## src/rtl/dmem_responder.sv

```systemverilog
// Word-organised data RAM answering RV32I load/store requests over a valid/ready handshake.
// The response is a one-cycle strobe after LATENCY wait states. It carries lane-extended load data or an error flag.
module dmem_responder #(
    parameter int WIDTH       = 32,
    parameter int DEPTH_WORDS = 64,
    parameter int LATENCY     = 2
) (
    input  logic             clk,
    input  logic             reset,
    input  logic             req_valid,
    output logic             req_ready,
    input  logic             req_we,
    input  logic [2:0]       req_funct3,
    input  logic [WIDTH-1:0] req_addr,
    input  logic [WIDTH-1:0] req_wdata,
    output logic             rsp_valid,
    output logic [WIDTH-1:0] rsp_rdata,
    output logic             rsp_err,
    output logic [1:0]       o_dbg_state
);

    // Handshake: a request transfers on a rising edge where req_valid and req_ready are both high.
    // rsp_valid is a one-cycle strobe that cannot be stalled. rsp_rdata/rsp_err hold between strobes.

    localparam int IDX_W = $clog2(DEPTH_WORDS);

    typedef enum logic [1:0] {
        ST_IDLE = 2'd0,
        ST_WAIT = 2'd1,
        ST_RESP = 2'd2
    } state_t;

    state_t            r_state;
    state_t            w_state_nxt;
    logic [3:0]        r_cnt;
    logic [3:0]        w_cnt_nxt;

    logic              r_we;
    logic [2:0]        r_funct3;
    logic [WIDTH-1:0]  r_addr;
    logic [WIDTH-1:0]  r_wdata;

    logic [31:0]       r_mem [DEPTH_WORDS];

    logic              w_accept;
    logic              w_access;
    logic [IDX_W-1:0]  w_idx;
    logic [1:0]        w_lane;
    logic              w_oor;
    logic              w_fmt_err;
    logic              w_err;
    logic [31:0]       w_word;
    logic [7:0]        w_byte;
    logic [15:0]       w_half;
    logic [31:0]       w_load_data;
    logic [3:0]        w_be;
    logic [31:0]       w_wlane;
    logic              w_mem_we;

    assign w_accept = req_valid && req_ready;
    assign w_access = (r_state == ST_WAIT) && (r_cnt == 4'd0) && !reset;

    // State register
    always_ff @(posedge clk) begin
        if (reset) begin
            r_state <= ST_IDLE;
            r_cnt   <= 4'd0;
        end else begin
            r_state <= w_state_nxt;
            r_cnt   <= w_cnt_nxt;
        end
    end

    // Next-state logic; LATENCY=0 still passes through WAIT with cnt=0 so the access lands at edge k+1
    always_comb begin
        w_state_nxt = r_state;
        w_cnt_nxt   = r_cnt;
        case (r_state)
            ST_IDLE: begin
                if (w_accept) begin
                    w_state_nxt = ST_WAIT;
                    w_cnt_nxt   = 4'(LATENCY);
                end
            end
            ST_WAIT: begin
                if (r_cnt == 4'd0) begin
                    w_state_nxt = ST_RESP;
                end else begin
                    w_cnt_nxt = r_cnt - 4'd1;
                end
            end
            ST_RESP: w_state_nxt = ST_IDLE;
            default: w_state_nxt = ST_IDLE;
        endcase
    end

    // Output logic
    always_comb begin
        req_ready   = (r_state == ST_IDLE) && !reset;
        rsp_valid   = (r_state == ST_RESP);
        o_dbg_state = r_state;
    end

    always_ff @(posedge clk) begin
        if (reset) begin
            r_we     <= 1'b0;
            r_funct3 <= 3'd0;
            r_addr   <= '0;
            r_wdata  <= '0;
        end else if (w_accept) begin
            r_we     <= req_we;
            r_funct3 <= req_funct3;
            r_addr   <= req_addr;
            r_wdata  <= req_wdata;
        end
    end

    assign w_idx  = r_addr[IDX_W+1:2];
    assign w_lane = r_addr[1:0];
    assign w_oor  = |r_addr[WIDTH-1:IDX_W+2];

    always_comb begin
        w_fmt_err = 1'b0;
        if (r_we) begin
            case (r_funct3)
                3'b000:  w_fmt_err = 1'b0;
                3'b001:  w_fmt_err = r_addr[0];
                3'b010:  w_fmt_err = |r_addr[1:0];
                default: w_fmt_err = 1'b1;
            endcase
        end else begin
            case (r_funct3)
                3'b000, 3'b100: w_fmt_err = 1'b0;
                3'b001, 3'b101: w_fmt_err = r_addr[0];
                3'b010:         w_fmt_err = |r_addr[1:0];
                default:        w_fmt_err = 1'b1;
            endcase
        end
    end

    assign w_err  = w_fmt_err || w_oor;
    assign w_word = r_mem[w_idx];
    assign w_byte = w_word[8*w_lane +: 8];
    assign w_half = r_addr[1] ? w_word[31:16] : w_word[15:0];

    always_comb begin
        w_load_data = 32'd0;
        case (r_funct3)
            3'b000:  w_load_data = {{24{w_byte[7]}}, w_byte};
            3'b001:  w_load_data = {{16{w_half[15]}}, w_half};
            3'b010:  w_load_data = w_word;
            3'b100:  w_load_data = {24'd0, w_byte};
            3'b101:  w_load_data = {16'd0, w_half};
            default: w_load_data = 32'd0;
        endcase
    end

    // Store data is replicated across lanes so the byte enables alone pick the destination
    always_comb begin
        w_be    = 4'b0000;
        w_wlane = 32'd0;
        case (r_funct3)
            3'b000: begin
                w_be    = 4'b0001 << w_lane;
                w_wlane = {4{r_wdata[7:0]}};
            end
            3'b001: begin
                w_be    = r_addr[1] ? 4'b1100 : 4'b0011;
                w_wlane = {2{r_wdata[15:0]}};
            end
            3'b010: begin
                w_be    = 4'b1111;
                w_wlane = r_wdata[31:0];
            end
            default: begin
                w_be    = 4'b0000;
                w_wlane = 32'd0;
            end
        endcase
    end

    assign w_mem_we = w_access && r_we && !w_err;

    // RAM contents deliberately survive reset
    always_ff @(posedge clk) begin
        if (w_mem_we) begin
            for (int b = 0; b < 4; b++) begin
                if (w_be[b]) begin
                    r_mem[w_idx][8*b +: 8] <= w_wlane[8*b +: 8];
                end
            end
        end
    end

    always_ff @(posedge clk) begin
        if (reset) begin
            rsp_rdata <= '0;
            rsp_err   <= 1'b0;
        end else if (w_access) begin
            rsp_err   <= w_err;
            rsp_rdata <= (w_err || r_we) ? '0 : WIDTH'(w_load_data);
        end
    end

endmodule

```

## config.mk

```make
export PLATFORM = sky130hd
export DESIGN_NAME = dmem_responder
export DESIGN_NICKNAME = d
export VERILOG_FILES = /design/src/rtl/dmem_responder.sv
export SDC_FILE = /design/constraint.sdc
export NUM_CORES = 2
export LEC_CHECK = 0
export CAP_MARGIN = 20
export CORE_UTILIZATION = 32
export CTS_CLUSTER_DIAMETER = 150
export CTS_CLUSTER_SIZE = 20
export DETAILED_ROUTE_END_ITERATION = 8
export GPL_ROUTABILITY_DRIVEN = 1
export HOLD_SLACK_MARGIN = 0.08
export SETUP_SLACK_MARGIN = 0.02
export SLEW_MARGIN = 20
export SYNTH_ARGS = -nofsm -noshare
export SYNTH_HDL_FRONTEND = slang
export SYNTH_SLANG_ARGS = --single-unit
```

## constraint.sdc

```tcl
create_clock -name clk -period 6.9 [get_ports clk]
set_input_delay 0.69 -clock clk [delete_from_list [all_inputs] [get_ports clk]]
set_output_delay 0.69 -clock clk [all_outputs]
set_load 0.02 [all_outputs]
```

==> reports/metrics.csv <==
stage,metric,value,unit
worst_setup_path,slowest_stage,nor2_1,
worst_setup_path,startpoint,r_cnt[0]$_SDFFE_PP0P_,
worst_setup_path,path_max_fanout,64,
detailed_routing,firstDrtPassIters,9,
global_route,grt_pass1_vias,42638,
timing,finalSetupTns,0,ps
floorplanning,die_area,267000,µm²
timing,finalSetupViolCount,0,
timing,timing.hold.ws,395,ps
min_path,hold_class,input pin to register,
synth,ys_ff_latch,2161,
synth,synth_cell_type_count,64,
timing,fin_skew,68.6,ps
outcome,violations,design-rule violations,
finish,final_core_util,35.5,%
worst_setup_path,endpoint_kind,register,
pwr,vdd_ir_drop_max,0.000209,V
worst_setup_path,cpPeakStageDelay,820,ps
global_route,grt.overflow.total,0,
placement,preCtsSetupSlack,2050,ps
timing,fmax,0.201,GHz
clock_network,cts_resized,0,
timing,setup_ws,1910,ps
worst_setup_path,reg2reg_from,r_cnt[0]$_SDFFE_PP0P_,
synth,synthesis.nets,4407,
clock_network,postCtsSetupRepairBufs,0,
timing,max-slew-margin-rel,19.8,%
floorplanning,die_w,516,µm
timing,fin_crit_sh,72.3,%
worst_setup_path,worstSetupPathType,register to register,
pwr,p_leak,25.4,nW
floorplanning,rows,188,
synth,synthCells,4334,
timing,worst_pin_slew,1200,ps
clock_network,insertion_delay,820,ps
placement,dp_hpwl,158,mm
global_route,grt_start_max_net_pins,94,
detailed_routing,wl,251,mm
global_route,grt_util_all_layers,18.6,%
timing,rsz0062_at_grt,false,
synth,syn-cell-area,84700,µm²
detailed_routing,drc,39,
clock_network,cts_tree,yes,
synth,synth.yosys.seq_area_share,75.3,%
finish,drive_gt1_share,17.3,%
clock_network,numCtsBuffers,118,
finish,nets,4457,
placement,dp_cells,7777,
floorplanning,core_area,263000,µm²
floorplanning,initial_core_util,32.2,%
detailed_routing,vias,44248,
clock_network,clkTransAtPathRegs,90,ps
outcome,status,"finished, violations left",
detailed_routing,drt_iter0_markers,6811,
timing,min_period,4990,ps
worst_setup_path,path_delay_family,simple AND/OR/NAND/NOR gates,
detailed_routing,wl_per_cell,31.4,µm
worst_setup_path,arrival,5380,ps
clock_network,clock_sinks,2161,
timing,slew_violations,0,
pwr,power,23.3,mW
pwr,powerDensity,249,nW/µm²
synth,synth_edf_count,2048,
clock_network,holdBufCountCts,0,
job,drv_cap,0,
finish,area_growth,10.1,%
worst_setup_path,crit_path_frequent_cell,nor2_1,
timing,finalHoldViolCount,0,
finish,fin_area,93200,µm²
synth,synth-warning-count,0,
finish,fin_cells,8006,
detailed_routing,viasPerCell,5.53,
global_route,grt_pass1_wl,348,mm
floorplanning,fp.dieH,516,µm
placement,numPortBuffers,107,
global_route,grt_antenna_before_repair,28,
synth,synthFlopType,edfxtp_1,
min_path,min_from,reset,
clock_network,clk_path_buf_depth,3,
synth,synth.avg_cell_area,19.5,µm²
placement,place.gp.congestion,0.934,
clock_network,htreeDepth,3,
worst_setup_path,path_cells,"inv_1, ha_1, nor3b_1, nand2_1, nor2_1, nor4b_4, and2_1, nand2_4, nor2_1",
worst_setup_path,crit_buf_inv,1,
synth,async_reset_ff_share,0,%
worst_setup_path,worstSetupStartpointType,register,
floorplanning,pin_count,108,
detailed_routing,ant_nets,0,
worst_setup_path,cp.required,7300,ps
clock_network,root_buffer,clkbuf_16,
placement,placed_cell_area,89700,µm²
[area by class of cell]
type / count / area (µm²)
sequential: 2161 / 63800
fill: 24034 / 170000
timing repair buffer: 194 / 1870
multi-input combinational: 1906 / 19700
clock inverter: 5 / 62.6
antenna: 25 / 62.6
inverter: 3 / 11.3
tap: 3515 / 4400
clock buffer: 197 / 3290
[cells in the mapped netlist, types with 16 or more instances]
| cell | n | area (µm²) |
|---|---|---|
| mux4_1 | 17 | 447 |
| dfxtp_1 | 113 | 2260 |
| nand3_1 | 50 | 250 |
| clkbuf_1 | 112 | 420 |
| and2_1 | 16 | 100 |
| edfxtp_1 | 2048 | 61500 |
| o22ai_1 | 25 | 156 |
| mux4_2 | 479 | 10800 |
| buf_6 | 19 | 214 |
| nor2b_1 | 32 | 200 |
| mux2i_1 | 195 | 1950 |
| nor2_1 | 337 | 1260 |
| buf_4 | 43 | 323 |
| nand2_1 | 269 | 1010 |
| o21ai_0 | 30 | 150 |
| nand4_1 | 16 | 100 |
| buf_2 | 68 | 340 |
| buf_1 | 17 | 63.8 |
| a21oi_1 | 142 | 711 |
| a221oi_1 | 27 | 236 |
| a22oi_1 | 125 | 938 |
[flip-flops by register name, indices dropped and copies added (netlist names), named ones only]
name,cells
r_cnt,4
rsp_rdata,32
r_funct3,3
r_wdata,32
r_we,1
r_addr,32
o_dbg_state,2
rsp_err,1
r_mem,2048
[cell families (layout without fill, tap and decap cells)]
group	count (synthesis)	after routing	synth area share, %
muxes	704	704	15.7
other	0	25	0
AOI/OAI and AO/OA	414	414	3.20
xor gates and xnor gates	3	3	0.0310
and+or+nand+nor	783	783	3.97
adders and majority gates	2	2	0.0296
DFF	2161	2161	75.3
buffers and inverters	267	399	1.71
[placed cells by master, fill, tap and decap left out, types with 6 or more instances in the layout]
cell,Yosys,final
a211oi_1,7,7
nand3_1,50,50
a22oi_1,125,125
a31oi_1,6,6
a21boi_0,6,6
mux4_1,17,17
clkbuf_16,0,120
nor3b_1,9,9
buf_4,43,76
nand2_2,0,7
nand4_1,16,16
a21oi_1,142,141
nor4_1,9,9
and2_4,0,8
o211ai_1,8,8
diode_2,0,25
o21ai_0,30,30
edfxtp_1,2048,2048
nand2b_1,13,13
a221oi_1,27,27
o22ai_1,25,25
and2_1,16,6
mux2i_1,195,195
clkdlybuf4s50_1,0,106
buf_12,0,9
nor2b_1,32,27
dfxtp_1,113,106
nor2_1,337,312
nor2_4,0,25
mux4_2,479,479
nor3_1,10,10
clkbuf_1,112,77
mux2_2,13,13
nand2_1,269,261
[where the power goes]
group,leakage [nW],switching [mW],total (mW),internal [mW]
registers,18.3,0.0512,14.4,14.4
logic,5.48,0.981,1.45,0.467
clock network,1.60,4.13,7.39,3.26
[path summary, 6_finish.rpt]
path | cells after the start | to | slack, ps
max | 9 | r_mem[31][0]$_DFFE_PP_ | 1910
min | 2 | r_addr[27]$_SDFFE_PP0P_ | 400
max reg2reg | 9 | r_mem[31][0]$_DFFE_PP_ | 1910
min reg2reg | 2 | r_addr[25]$_SDFFE_PP0P_ | 460
[layer usage]
| layer | track usage (%) | wire length [µm] | vias up |
|---|---|---|---|
| li1 | - | - | 17684 |
| met1 | 25.4 | 99200 | 23295 |
| met2 | 27.5 | 111000 | 2787 |
| met3 | 4.77 | 27300 | 460 |
| met4 | 9.20 | 13800 | 22 |
| met5 | 0 | 219 | - |
Note: power is estimated with default switching activity, not from simulation.
